==> src/rtl/spike_encoder_pkg.sv <==
// Shared sizing, NO_SPIKE code and load-FSM encoding for the spike encoder.
// Optional SPIKE_ENC_THRESH_EN build macro: dim pixels (< THRESH) never spike.
package spike_encoder_pkg;
  localparam int NUM_SPIKES  = 16;
  localparam int PIX_W       = 8;
  localparam int LOG_T       = 3;
  localparam int TIME_PERIOD = 8;
  localparam int THRESH      = 16;
  localparam int ST_W        = LOG_T + 1;
  localparam int IDX_W       = $clog2(NUM_SPIKES);

  // One past the last valid time slot, so it never matches time_val.
  localparam logic [ST_W-1:0] NO_SPIKE = ST_W'(TIME_PERIOD);

  typedef logic [ST_W-1:0] spike_t;

  typedef enum logic {
    FILL = 1'b0,
    FULL = 1'b1
  } load_state_e;
endpackage

==> src/rtl/spike_encoder_conv.sv <==
// Combinational pixel -> time-to-first-spike: bright pixels fire early.
// SPIKE_ENC_THRESH_EN: pixels below THRESH map to NO_SPIKE.
module spike_time_conv
  import spike_encoder_pkg::*;
(
  input  logic [PIX_W-1:0] pix,
  output spike_t           t
);
  logic [PIX_W-1:0] inv;
  spike_t           raw;

  // (2^PIX_W-1)-pix is the bitwise complement; the shift keeps the top LOG_T bits.
  assign inv = ~pix;
  assign raw = {1'b0, inv[PIX_W-1 -: LOG_T]};

`ifdef SPIKE_ENC_THRESH_EN
  assign t = (pix < PIX_W'(THRESH)) ? NO_SPIKE : raw;
`else
  assign t = raw;
`endif
endmodule

==> src/rtl/spike_encoder.sv <==
// Double-buffered frame -> spike-time encoder; shadow fills from the pixel stream,
// active swaps in on the period boundary. Honours SPIKE_ENC_THRESH_EN via spike_time_conv.
module spike_encoder
  import spike_encoder_pkg::*;
(
  input  logic                       clk,
  input  logic                       rst_l,
  input  logic [ST_W-1:0]            time_val,
  input  logic                       pix_valid,
  input  logic [PIX_W-1:0]           pix_data,
  input  logic                       pix_last,
  output logic                       pix_ready,
  output logic [NUM_SPIKES*ST_W-1:0] spike_times,
  output logic                       frame_valid,
  output logic                       frame_err
);
  load_state_e                         state_q, state_d;
  logic [IDX_W-1:0]                    idx_q, idx_d;
  logic [NUM_SPIKES-1:0][ST_W-1:0]     shadow_q, shadow_d;
  logic [NUM_SPIKES-1:0][ST_W-1:0]     active_q, active_d;
  logic                                frame_valid_q, frame_valid_d;
  logic                                frame_err_q, frame_err_d;

  spike_t conv_t;
  logic   accept, boundary, idx_last;

  spike_time_conv u_conv (
    .pix (pix_data),
    .t   (conv_t)
  );

  assign pix_ready = (state_q == FILL);
  assign accept    = pix_valid & pix_ready;
  assign boundary  = (time_val == ST_W'(TIME_PERIOD - 1));
  assign idx_last  = (idx_q == IDX_W'(NUM_SPIKES - 1));

  always_comb begin
    state_d       = state_q;
    idx_d         = idx_q;
    shadow_d      = shadow_q;
    active_d      = active_q;
    frame_valid_d = frame_valid_q;
    frame_err_d   = frame_err_q;

    if (accept) begin
      shadow_d[idx_q] = conv_t;
      if (idx_last && pix_last) begin
        state_d = FULL;
      end else if (idx_last || pix_last) begin
        // Misframed: drop the partial frame and restart at pixel 0.
        frame_err_d = 1'b1;
        idx_d       = '0;
      end else begin
        idx_d = idx_q + 1'b1;
      end
    end

    // FULL never accepts, so this cannot collide with a final-pixel accept.
    if (boundary) begin
      if (state_q == FULL) begin
        active_d      = shadow_q;
        frame_valid_d = 1'b1;
        state_d       = FILL;
        idx_d         = '0;
      end else begin
        active_d      = {NUM_SPIKES{NO_SPIKE}};
        frame_valid_d = 1'b0;
      end
    end
  end

  always_ff @(posedge clk or negedge rst_l) begin
    if (!rst_l) begin
      state_q       <= FILL;
      idx_q         <= '0;
      shadow_q      <= {NUM_SPIKES{NO_SPIKE}};
      active_q      <= {NUM_SPIKES{NO_SPIKE}};
      frame_valid_q <= 1'b0;
      frame_err_q   <= 1'b0;
    end else begin
      state_q       <= state_d;
      idx_q         <= idx_d;
      shadow_q      <= shadow_d;
      active_q      <= active_d;
      frame_valid_q <= frame_valid_d;
      frame_err_q   <= frame_err_d;
    end
  end

  assign spike_times = active_q;
  assign frame_valid = frame_valid_q;
  assign frame_err   = frame_err_q;
endmodule
==> config.mk <==
export PLATFORM = sky130hd
export DESIGN_NAME = spike_encoder
export DESIGN_NICKNAME = d
export VERILOG_FILES = /design/src/rtl/spike_encoder_pkg.sv /design/src/rtl/spike_encoder_conv.sv /design/src/rtl/spike_encoder.sv
export SDC_FILE = /design/constraint.sdc
export NUM_CORES = 1
export LEC_CHECK = 0
export BUFFER_PORTS_ARGS = -buffer_cell sky130_fd_sc_hd__buf_2
export CAP_MARGIN = 0
export CORE_ASPECT_RATIO = 0.5
export CORE_MARGIN = 3
export CORE_UTILIZATION = 45
export CTS_CLUSTER_DIAMETER = 60
export CTS_CLUSTER_SIZE = 28
export DETAILED_ROUTE_END_ITERATION = 6
export GPL_ROUTABILITY_DRIVEN = 0
export PLACE_DENSITY_LB_ADDON = 0.05
export RECOVER_POWER = 50
export SLEW_MARGIN = 20
export SYNTH_ARGS = -nofsm -noshare
export SYNTH_HDL_FRONTEND = slang
export SYNTH_SLANG_ARGS = --single-unit
==> constraint.sdc <==
create_clock -name clk -period 2.9 [get_ports clk]
set_clock_uncertainty 0.15 [all_clocks]
set_input_delay 0.145 -clock clk [delete_from_list [all_inputs] [get_ports clk]]
set_output_delay 0.145 -clock clk [all_outputs]
set_load 0.02 [all_outputs]
==> impl_results.md, run 1 <==
- Run status: finished with violations
- Violated checks: capacitance limit, slew limit
- Crit-path max FO: 68
- Post-CTS setup buffer count: 0
- WHS Endpoint: shadow_q[5]
- PortBufs: 77
- Nets@finish: 602
- Total CTS buffers: 17
- Gate power share: 0.104
- Starting density of the core: 0.478
- Skew-Pair Late Insertion Delay: a little over 400 ps
- Max Freq: between 0.4 and 0.5 GHz
- Actual slew at the worst max-slew pin: around 1600 ps
- Post-DR vias/cell: slightly above 5
- Startpoint types: primary input
- Top Ports: between 80 and 90
- Post-synthesis cell area: between 0.005 and 0.006 mm²
- Largest net degree at the start of global routing: 69
- Clock Tree Buf Depth: 2
- Crit Path Class: in2async
- Number of antenna violations at the first check in global routing: 0
- RSZ-0062 raised after global routing: no
- Fin. Hold Viols: 0
- CP Data Required Time: between 3000 and 4000 ps
- Yosys top cell by area: dfrtp_1
- Yosys reg bits: about 140
- Final instance area: 0.00653 mm²
- Most frequent cells after synthesis: dfrtp_1, nand2_1, o21ai_0, o31ai_1, dfstp_2
- Peak supply drop: roughly 0.38 mV
- Post-synthesis cell count: 510
- Critical Path End Type: asynchronous set/reset pin
- N_diodes: 0
- Placed cell count: 720
- GR Overflow Total: 0
- 1st-pass router iterations: 6
- Wire per inst: around 15 µm
- Asr flop ratio synth: 1.00
- Slew Limit Fails: 69
- Yosys cell types: 35
- Sink Count: between 100 and 150
- CTS root buffer: clkbuf_16
- Worst-path clk slew: approximately 60 ps
- Vias after detailed routing: 3846
- Final setup vio count: 0
- Post-Route WL: approximately 12000 µm
- Drc violations: 0
- Hold_sp: pix_data[6]
- R2R Path End: shadow_q[9]
- Worst Hold Class: in2reg
- Max Cap Viol: 1
- P_sw: 1.24 mW
- Cell Pwr Density: about 740 mW/mm²
- Relative slew slack: -0.0952
- Ranking of synthesized cells by area: dfrtp_1, dfstp_2, o21ai_0, nand2_1, o31ai_1
- Pleak: just under 3 nW
- Final min period: 2210 ps
- Period utilization: 0.762
- Clock Power Share: 0.441
- Synth-to-layout area growth: 20.1%
- Detail Route Antenna Nets: 0
- Cell Area, Placed: between 0.005 and 0.006 mm²
- Sw frac: 0.256
- Synth warn: 0
- TritonCTS clock tree: yes
- Cell Count, Final, Fillers Out: 754
- GRT Total Usage: 0.187
- Fin Setup TNS: 0 ps
- Sequential area share after synthesis: 0.629
- Critical path arrival: around 2600 ps
- Die width: between 150 and 200 µm
- Post-synth EDFFs: 0
- Die ar.: roughly 0.014 mm²
- DP HPWL: approximately 7500 µm
- Row count: 27
- Net Count, Synth: 530
- Die extent in y: ~84 µm
- Initial DRC Count: 194
- H-tree levels: 4
- R2r startpoint: idx_q[0]
- Ys flop type: dfrtp_1
- Avg Inst Size Synth: about 11 µm²
- First-pass GRT wire length: a little over 20000 µm
- Vias in the first global route: slightly below 4000
- Reg2reg path depth: 5
- Core Area: 0.0114 mm²
- Sequential group share of total power: 0.456
- Cell Int Power: around 3.6 mW
- R2R setup slack: slightly below 1000 ps
- Proportion of layout cells with a drive suffix above 1: 0.183
- Hold depth: 2
- Most frequent cell after synthesis: dfrtp_1
- Top cell type's share of synthesized area: 0.474
-- worst max-delay path, cell delays in order --
cell	delay [ps]
dlygate4sd3_1	520
clkbuf_2	1180
clkbuf_2	650
-- cell usage in the layout, fill, tap and decap left out, drive strengths merged, types with 3 or more instances in the layout --
cell type	instances
dfrtp	103
nand2	96
o21ai	87
clkbuf	75
o31ai	36
dfstp	32
buf	32
inv	26
mux2i	21
nor2	19
and2	8
clkinv	6
o21a	5
nand3b	5
nor2b	4
a21oi	4
ha	4
nand2b	3
or2	3
clkinvlp	3
nor3b	3
-- sequential cells by signal, summed over array words and instances, names as in the netlist --
register / count
shadow_q: 64
state_q: 1
idx_q: 4
frame_err: 1
frame_valid: 1
spike_times: 64
-- stage by stage --
stage | util | total power [mW] | setup slack, ps | hold WS (ps)
6_report | 0.574 | 4.85 | 690 | 29.8
5_1_grt | 0.574 | 5.10 | 322 | 40.5
4_1_cts | 0.581 | 4.92 | 749 | 25.2
3_5_place_dp | 0.527 | 2.76 | 984 | 36.0
3_3_place_gp | 0.527 | 2.74 | 1000 | 33.9
2_1_floorplan | - | 2.56 | 1250 | -301
-- power groups by stage --
stage,registers (mW),logic (mW),clock network (mW)
6_report,2.21,0.503,2.14
5_1_grt,2.24,0.574,2.28
4_1_cts,2.21,0.520,2.18
3_5_place_dp,2.24,0.514,0
3_3_place_gp,2.24,0.503,0
2_1_floorplan,2.30,0.261,0
-- cell families after synthesis --
group | Yosys count | share of synthesized area
mux | 21 | 0.0387
flops | 135 | 0.629
buf+inv | 61 | 0.0433
compound gates | 138 | 0.149
fa+ha+maj | 4 | 0.00921
simple gates | 150 | 0.130
xor+xnor | 1 | 0.00161
-- repair_timing --
action                                 4_1_cts  5_1_grt
endpoints found under the hold margin       69        0
gates resized for setup                      0        0
hold buffers                                 2        0
-- how the worst max path moves through the flow --
stage          startpoint  cells after the start               to
2_1_floorplan    idx_q[0]                      6     shadow_q[10]
3_3_place_gp     idx_q[0]                      5     shadow_q[10]
3_5_place_dp     idx_q[0]                      5      shadow_q[9]
4_1_cts           state_q                      2        pix_ready
5_1_grt             rst_l                      3  spike_times[33]
6_report            rst_l                      3  spike_times[63]
-- final cells by class --
type / count / area, µm²
clock buffers: 20 / 467
repair buffers: 89 / 445
well taps: 159 / 199
multi-input cells: 314 / 1780
clock inverters: 12 / 125
fillers: 1018 / 4850
inverters: 25 / 93.8
flip-flops and latches: 135 / 3420
-- layer usage --
layer,track usage,up-vias,routed length (µm)
met5,0,-,0
met1,0.276,1890,6150
met2,0.272,79,4940
met4,0.0445,0,40
li1,-,1875,-
met3,0.0560,2,546
No activity file was read; power rests on OpenSTA's default activity.
==> inputs of run 2 (changes only) <==
--- a/config.mk
+++ b/config.mk
@@ -5,6 +5,7 @@
 export SDC_FILE = /design/constraint.sdc
 export NUM_CORES = 1
 export LEC_CHECK = 0
+export ABC_AREA = 1
 export BUFFER_PORTS_ARGS = -buffer_cell sky130_fd_sc_hd__buf_2
 export CAP_MARGIN = 0
 export CORE_ASPECT_RATIO = 0.5
==> constraint.sdc (replaced) <==
create_clock -name clk -period 1.88 [get_ports clk]
set_clock_uncertainty 0.15 [all_clocks]
set_input_delay 0.094 -clock clk [delete_from_list [all_inputs] [get_ports clk]]
set_output_delay 0.094 -clock clk [all_outputs]
set_load 0.02 [all_outputs]
==> run 2 against run 1 <==
- the flow now finishes without violations
- global-route usage grew 1.3 points
- clock-buffer cell count up 2
- largest power group unchanged
- power grew 120%
- critical path type is now reg2reg
- worst hold slack better by 96 ps
==> impl_results.md, run 2 <==
- Drc violations: 0
- Pleak: ~3.2 nW
- Initial DRC Count: around 230
- Net Count, Synth: approximately 560
- Yosys cell types: 19
- Run status: completed
- Detail Route Antenna Nets: 0
- Row count: 26
- Worst Hold Class: in2reg
- Slew Limit Fails: 0
- DP HPWL: 7640 µm
- Sink Count: approximately 140
- Number of antenna violations at the first check in global routing: 0
- Post-synthesis cell count: between 500 and 600
- PortBufs: 77
- Final setup vio count: 0
- Ranking of synthesized cells by area: dfrtp_1, dfstp_2, nand2_1, o21ai_0, inv_1
- Filler Cells Inserted: about 1000
- Max Cap Viol: 0
- Most frequent cells after synthesis: nand2_1, dfrtp_1, o21ai_0, inv_1, nor2_1
- CP Data Required Time: about 2000 ps
- Skew-Pair Late Insertion Delay: approximately 400 ps
- Slowest cell on crit path: dfrtp_1
- Period utilization: 0.922
- Proportion of layout cells with a drive suffix above 1: 0.204
- Startpoint types: register
- Post-synthesis cell area: about 0.0052 mm²
- Post-Route WL: approximately 12000 µm
- 1st-pass router iterations: 5
- Critical path arrival: between 1500 and 2000 ps
- Crit-path max FO: 7
- Yosys reg bits: approximately 140
- Final hold slack: 126 ps
- Largest net degree at the start of global routing: 50
- Ys flop type: dfrtp_1
- Crit Path Class: reg2reg
- Top Ports: between 80 and 90
- Reg area: between 0.003 and 0.004 mm²
- Asr flop ratio synth: 1.00
- Wire per inst: roughly 15 µm
- First-pass GRT wire length: between 15000 and 20000 µm
- GR Overflow Total: 0
- Relative slew slack: 0.288
- TritonCTS clock tree: yes
- Peak supply drop: about 0.64 mV
- Actual slew at the worst max-slew pin: 1070 ps
- Critical Path End Type: register
- Sequential area share after synthesis: 0.663
- H-tree levels: 4
- Commonest non-fill, non-tap cells in the layout: nand2_1, dfrtp_1, o21ai_0, inv_1, buf_2
- Starting density of the core: 0.483
- Vias after detailed routing: 3859
- N_diodes: 0
- Die width: around 160 µm
- Post-CTS setup buffer count: 0
- Largest stage delay on the critical path: around 420 ps
- Cell Pwr Density: 1630 mW/mm²
- Die extent in y: approximately 82 µm
- CP Buf/Inv Count: 0
- Commonest non-fill, non-tap cell in the layout: nand2_1
- Multi-input gate area: between 0.001 and 0.0015 mm²
- Core Area: roughly 0.011 mm²
- Top cell type's share of synthesized area: 0.500
- Post-CTS sizing: 0
- Critical-path cell list: ha_1 -> nand3_1 -> nor2_1 -> o21ai_0
- Synth warn: 0
- Yosys top cell by area: dfrtp_1
- Most frequent cell after synthesis: nand2_1
- RSZ-0062 raised after global routing: no
- Clock Tree Buf Depth: 2
- Final min period: about 1700 ps
- Avg Inst Size Synth: ~9.6 µm²
- Overall Power: between 10 and 15 mW
- Worst-path clk slew: 60 ps
- Vias in the first global route: 3751
- Die ar.: approximately 0.013 mm²
- CTS root buffer: clkbuf_16
- Post-DR vias/cell: between 4 and 5
- Total CTS buffers: 17
- Post-synth EDFFs: 0
- Synth-to-layout area growth: 24.7%
- GRT Total Usage: 0.200
- Cell family with most CP delay: simple AND/OR/NAND/NOR gates
- Max Freq: around 0.58 GHz
- Fin. Hold Viols: 0
- Fin Setup TNS: 0 ps
- Nets@finish: ~660
## run 2: cell types whose count changed after synthesis, sizes merged, moves of 4 or more
| cell | before | now |
|---|---|---|
| nor2b | 4 | 0 |
| a21oi | 4 | 19 |
| nor2 | 19 | 48 |
| nand3b | 5 | 0 |
| mux2i | 21 | 0 |
| clkbuf | 26 | 11 |
| and2 | 8 | 0 |
| nand3 | 2 | 8 |
| nand2 | 96 | 143 |
| o31ai | 36 | 0 |
| inv | 25 | 67 |
| o21a | 5 | 0 |
## run 2: layout make-up
class / count / area share
Timing Repair Buffer: 100 / 0.0888
Multi-Input combinational cell: 317 / 0.218
Inverter: 68 / 0.0397
Clock inverter: 10 / 0.0239
Clock buffer: 22 / 0.0707
Tap cell: 140 / 0.0272
Sequential cell: 135 / 0.532
## run 2: cell families (layout without fill, tap and decap cells)
kind of cell | Yosys count | count (layout) | synth area share
flip-flops | 135 | 135 | 0.663
AO/OA/AOI/OAI | 110 | 110 | 0.108
buffers and inverters | 86 | 200 | 0.0648
AND/OR/NAND/NOR | 203 | 203 | 0.154
adder cells (fa/ha/maj) | 4 | 4 | 0.00971
## run 2: metal layers
metal	global-route usage	part of all wire	up-vias
li1	-	-	1899
met4	0.0468	0.0032	0
met3	0.0600	0.051	4
met1	0.292	0.52	1865
met2	0.297	0.43	91
met5	0	0	-
## run 2: final timing paths
kind,from,to,depth (start not counted),slack [ps]
setup reg to reg,idx_q[0],shadow_q[60],4,150
hold reg to reg,shadow_q[7],shadow_q[7],2,300
hold / removal,time_val[3],spike_times[27],5,130
min in group asynchronous,rst_l,spike_times[30],2,260
max in group asynchronous,rst_l,spike_times[53],3,420
setup / recovery,idx_q[0],shadow_q[60],4,150
## run 2: what timing repair did
action	4_1_cts	5_1_grt
hold buffers	6	0
hold endpoints to repair	132	0
endpoints found under the setup margin	0	0
## run 2: worst reg2reg max path: cells and delay by family (launching register included)
family          cells  cell delay (ps)
simple gates        2              570
flops               1              420
fa+ha+maj           1              310
compound gates      1              150
## run 2: report_power, final
| group | switching (mW) | leakage (nW) | internal [mW] |
|---|---|---|---|
| clock | 1.19 | 0.302 | 2.25 |
| combinational | 1.64 | 1.28 | 0.811 |
| sequential | 0.472 | 1.61 | 4.12 |
| total | 3.31 | 3.20 | 7.17 |
## run 2: through the flow
step           area (µm²)  instances  utilization  setup slack, ps
4_1_cts              6470        792        0.606              145
3_3_place_gp         5800        754        0.544              238
5_1_grt              6430        792        0.602            0.308
3_5_place_dp         5800        754        0.544              182
2_1_floorplan        5150        538            -              434
6_report             6430        792        0.602              146
==> inputs of run 3 (changes only) <==
--- a/config.mk
+++ b/config.mk
@@ -8,13 +8,12 @@
 export ABC_AREA = 1
 export BUFFER_PORTS_ARGS = -buffer_cell sky130_fd_sc_hd__buf_2
 export CAP_MARGIN = 0
-export CORE_ASPECT_RATIO = 0.5
-export CORE_MARGIN = 3
 export CORE_UTILIZATION = 45
 export CTS_CLUSTER_DIAMETER = 60
 export CTS_CLUSTER_SIZE = 28
 export DETAILED_ROUTE_END_ITERATION = 6
 export GPL_ROUTABILITY_DRIVEN = 0
+export GPL_TIMING_DRIVEN = 0
 export PLACE_DENSITY_LB_ADDON = 0.05
 export RECOVER_POWER = 50
 export SLEW_MARGIN = 20
==> run 3 against run 2 <==
- global-route usage is 1.4 points higher
- via count is 0.67% lower
- wire length is 1.4% lower
==> impl_results.md, run 3 (synthesis results as in run 2) <==
- Largest net degree at the start of global routing: 69
- Fin. Hold Viols: 0
- Commonest non-fill, non-tap cell in the layout: nand2_1
- Starting density of the core: 0.469
- Nets@finish: 660
- First-pass GRT wire length: roughly 19000 µm
- Critical path arrival: 1930 ps
- CP Data Required Time: approximately 2000 ps
- Actual slew at the worst max-slew pin: roughly 920 ps
- Core Area: 0.0110 mm²
- Startpoint types: register
- Total CTS buffers: 17
- Pleak: between 3 and 4 nW
- Relative slew slack: 0.384
- H-tree levels: 4
- Slew Limit Fails: 0
- Post-layout util: 0.586
- Crit-path max FO: 7
- 1st-pass router iterations: 4
- Crit Path Class: reg2reg
- Post-DR vias/cell: about 4.8
- Cell Area, Placed: between 0.005 and 0.006 mm²
- Sink Count: about 140
- RSZ-0062 raised after global routing: yes
- CTS root buffer: clkbuf_16
- Reg2reg path depth: 5
- Final instance area: 0.00644 mm²
- Hold_sp: pix_valid
- Final min period: 1810 ps
- Number of antenna violations at the first check in global routing: 0
- R2r startpoint: idx_q[0]
- Vias in the first global route: about 3700
- Commonest non-fill, non-tap cells in the layout: nand2_1, dfrtp_1, o21ai_0, inv_1, buf_2
- Fin Setup TNS: 0 ps
- Final setup vio count: 0
- Cell Pwr Density: 1680 mW/mm²
- Max Cap Viol: 0
- GRT Total Usage: 0.215
- Proportion of layout cells with a drive suffix above 1: 0.194
- Max Freq: between 0.5 and 0.6 GHz
- Drc violations: 0
- Critical-path cell list: inv_1 -> ha_1 -> nand2_1 -> nor2_1 -> o21ai_0
- Largest stage delay on the critical path: 430 ps
- Row count: 38
- Top Ports: 83
- Slowest cell on crit path: nor2_1
- DP HPWL: 7780 µm
- N_diodes: 0
- Run status: completed
- Clock Tree Buf Depth: 2
- Worst Hold Class: in2reg
- Peak supply drop: just over 0.7 mV
- TritonCTS clock tree: yes
- PortBufs: between 70 and 80
- Die ar.: around 0.012 mm²
- Post-Route WL: 11600 µm
- GR Overflow Total: 0
- Die extent in y: roughly 110 µm
- Period utilization: 0.962
- CP startpoint: idx_q[0]
- Final hold slack: slightly above 60 ps
- Initial DRC Count: a little under 200
- Die width: 109 µm
- Vias after detailed routing: ~3800
- Detail Route Antenna Nets: 0
- Hold depth: 5
- Critical Path End Type: register
- Synth-to-layout area growth: 24.9%
- Wire per inst: roughly 15 µm
- Skew-Pair Late Insertion Delay: 410 ps
- Worst-path clk slew: ~60 ps
==> run 3: changes by cell type in the layout (fill, tap and decap cells not counted), sizes merged <==
cell,change
dlygate4sd3,-1
clkinvlp,+1
bufinv,+2
clkinv,-1
clkbuf,+12
buf,-12
==> run 3: cell type report <==
type / instances / area, µm²
Fill cell: 964 / 4550
Sequential cell: 135 / 3420
Multi-Input combinational cell: 317 / 1420
Clock buffer: 20 / 457
Timing Repair Buffer: 83 / 412
Inverter: 68 / 255
Clock inverter: 12 / 223
Tap cell: 140 / 175
Buffer: 18 / 78.8
==> run 3: stage by stage <==
stage               std cells  worst slack (ps)  total power, mW
floorplan                 538               434             6.20
global placement          755             -1180             6.97
detailed placement        756              93.8             7.08
CTS                       793              60.9             10.9
global route              793             -63.6             11.5
finish                    793              72.3             10.8
==> run 3: path summary, 6_finish.rpt <==
kind	to	slack [ps]
min reg2reg	shadow_q[31]	310
min in group asynchronous	shadow_q[44]	220
max reg2reg	shadow_q[24]	70
min	shadow_q[12]	60
max	shadow_q[24]	70
max in group asynchronous	spike_times[9]	250
==> run 3: per-layer routing <==
layer	vias up	GRT usage	routed length, µm
li1	1883	-	-
met1	1865	0.300	5640
met2	76	0.325	5390
met3	9	0.0532	430
met4	0	0.0763	104
met5	-	0	0
==> run 3: power by group <==
part / leakage (nW) / total [mW] / internal (mW) / switching, mW
sequential: 1.61 / 4.58 / 4.12 / 0.460
clock: 0.328 / 3.77 / 2.56 / 1.21
combinational: 1.22 / 2.45 / 0.778 / 1.67
total: 3.16 / 10.8 / 7.45 / 3.34
==> run 3: what timing repair did <==
item,4_1_cts,5_1_grt
buffers inserted,0,0
endpoints found under the hold margin,137,0
gates resized for setup,0,6
setup endpoints to repair,0,25
hold buffers,5,0
==> run 3: worst max-delay path, delay by kind of cell (launching register included) <==
kind,cells,cell delay (ps)
AO/OA/AOI/OAI,1,160
AND/OR/NAND/NOR,2,570
buffers and inverters,1,140
flip-flops,1,420
adder cells (fa/ha/maj),1,240
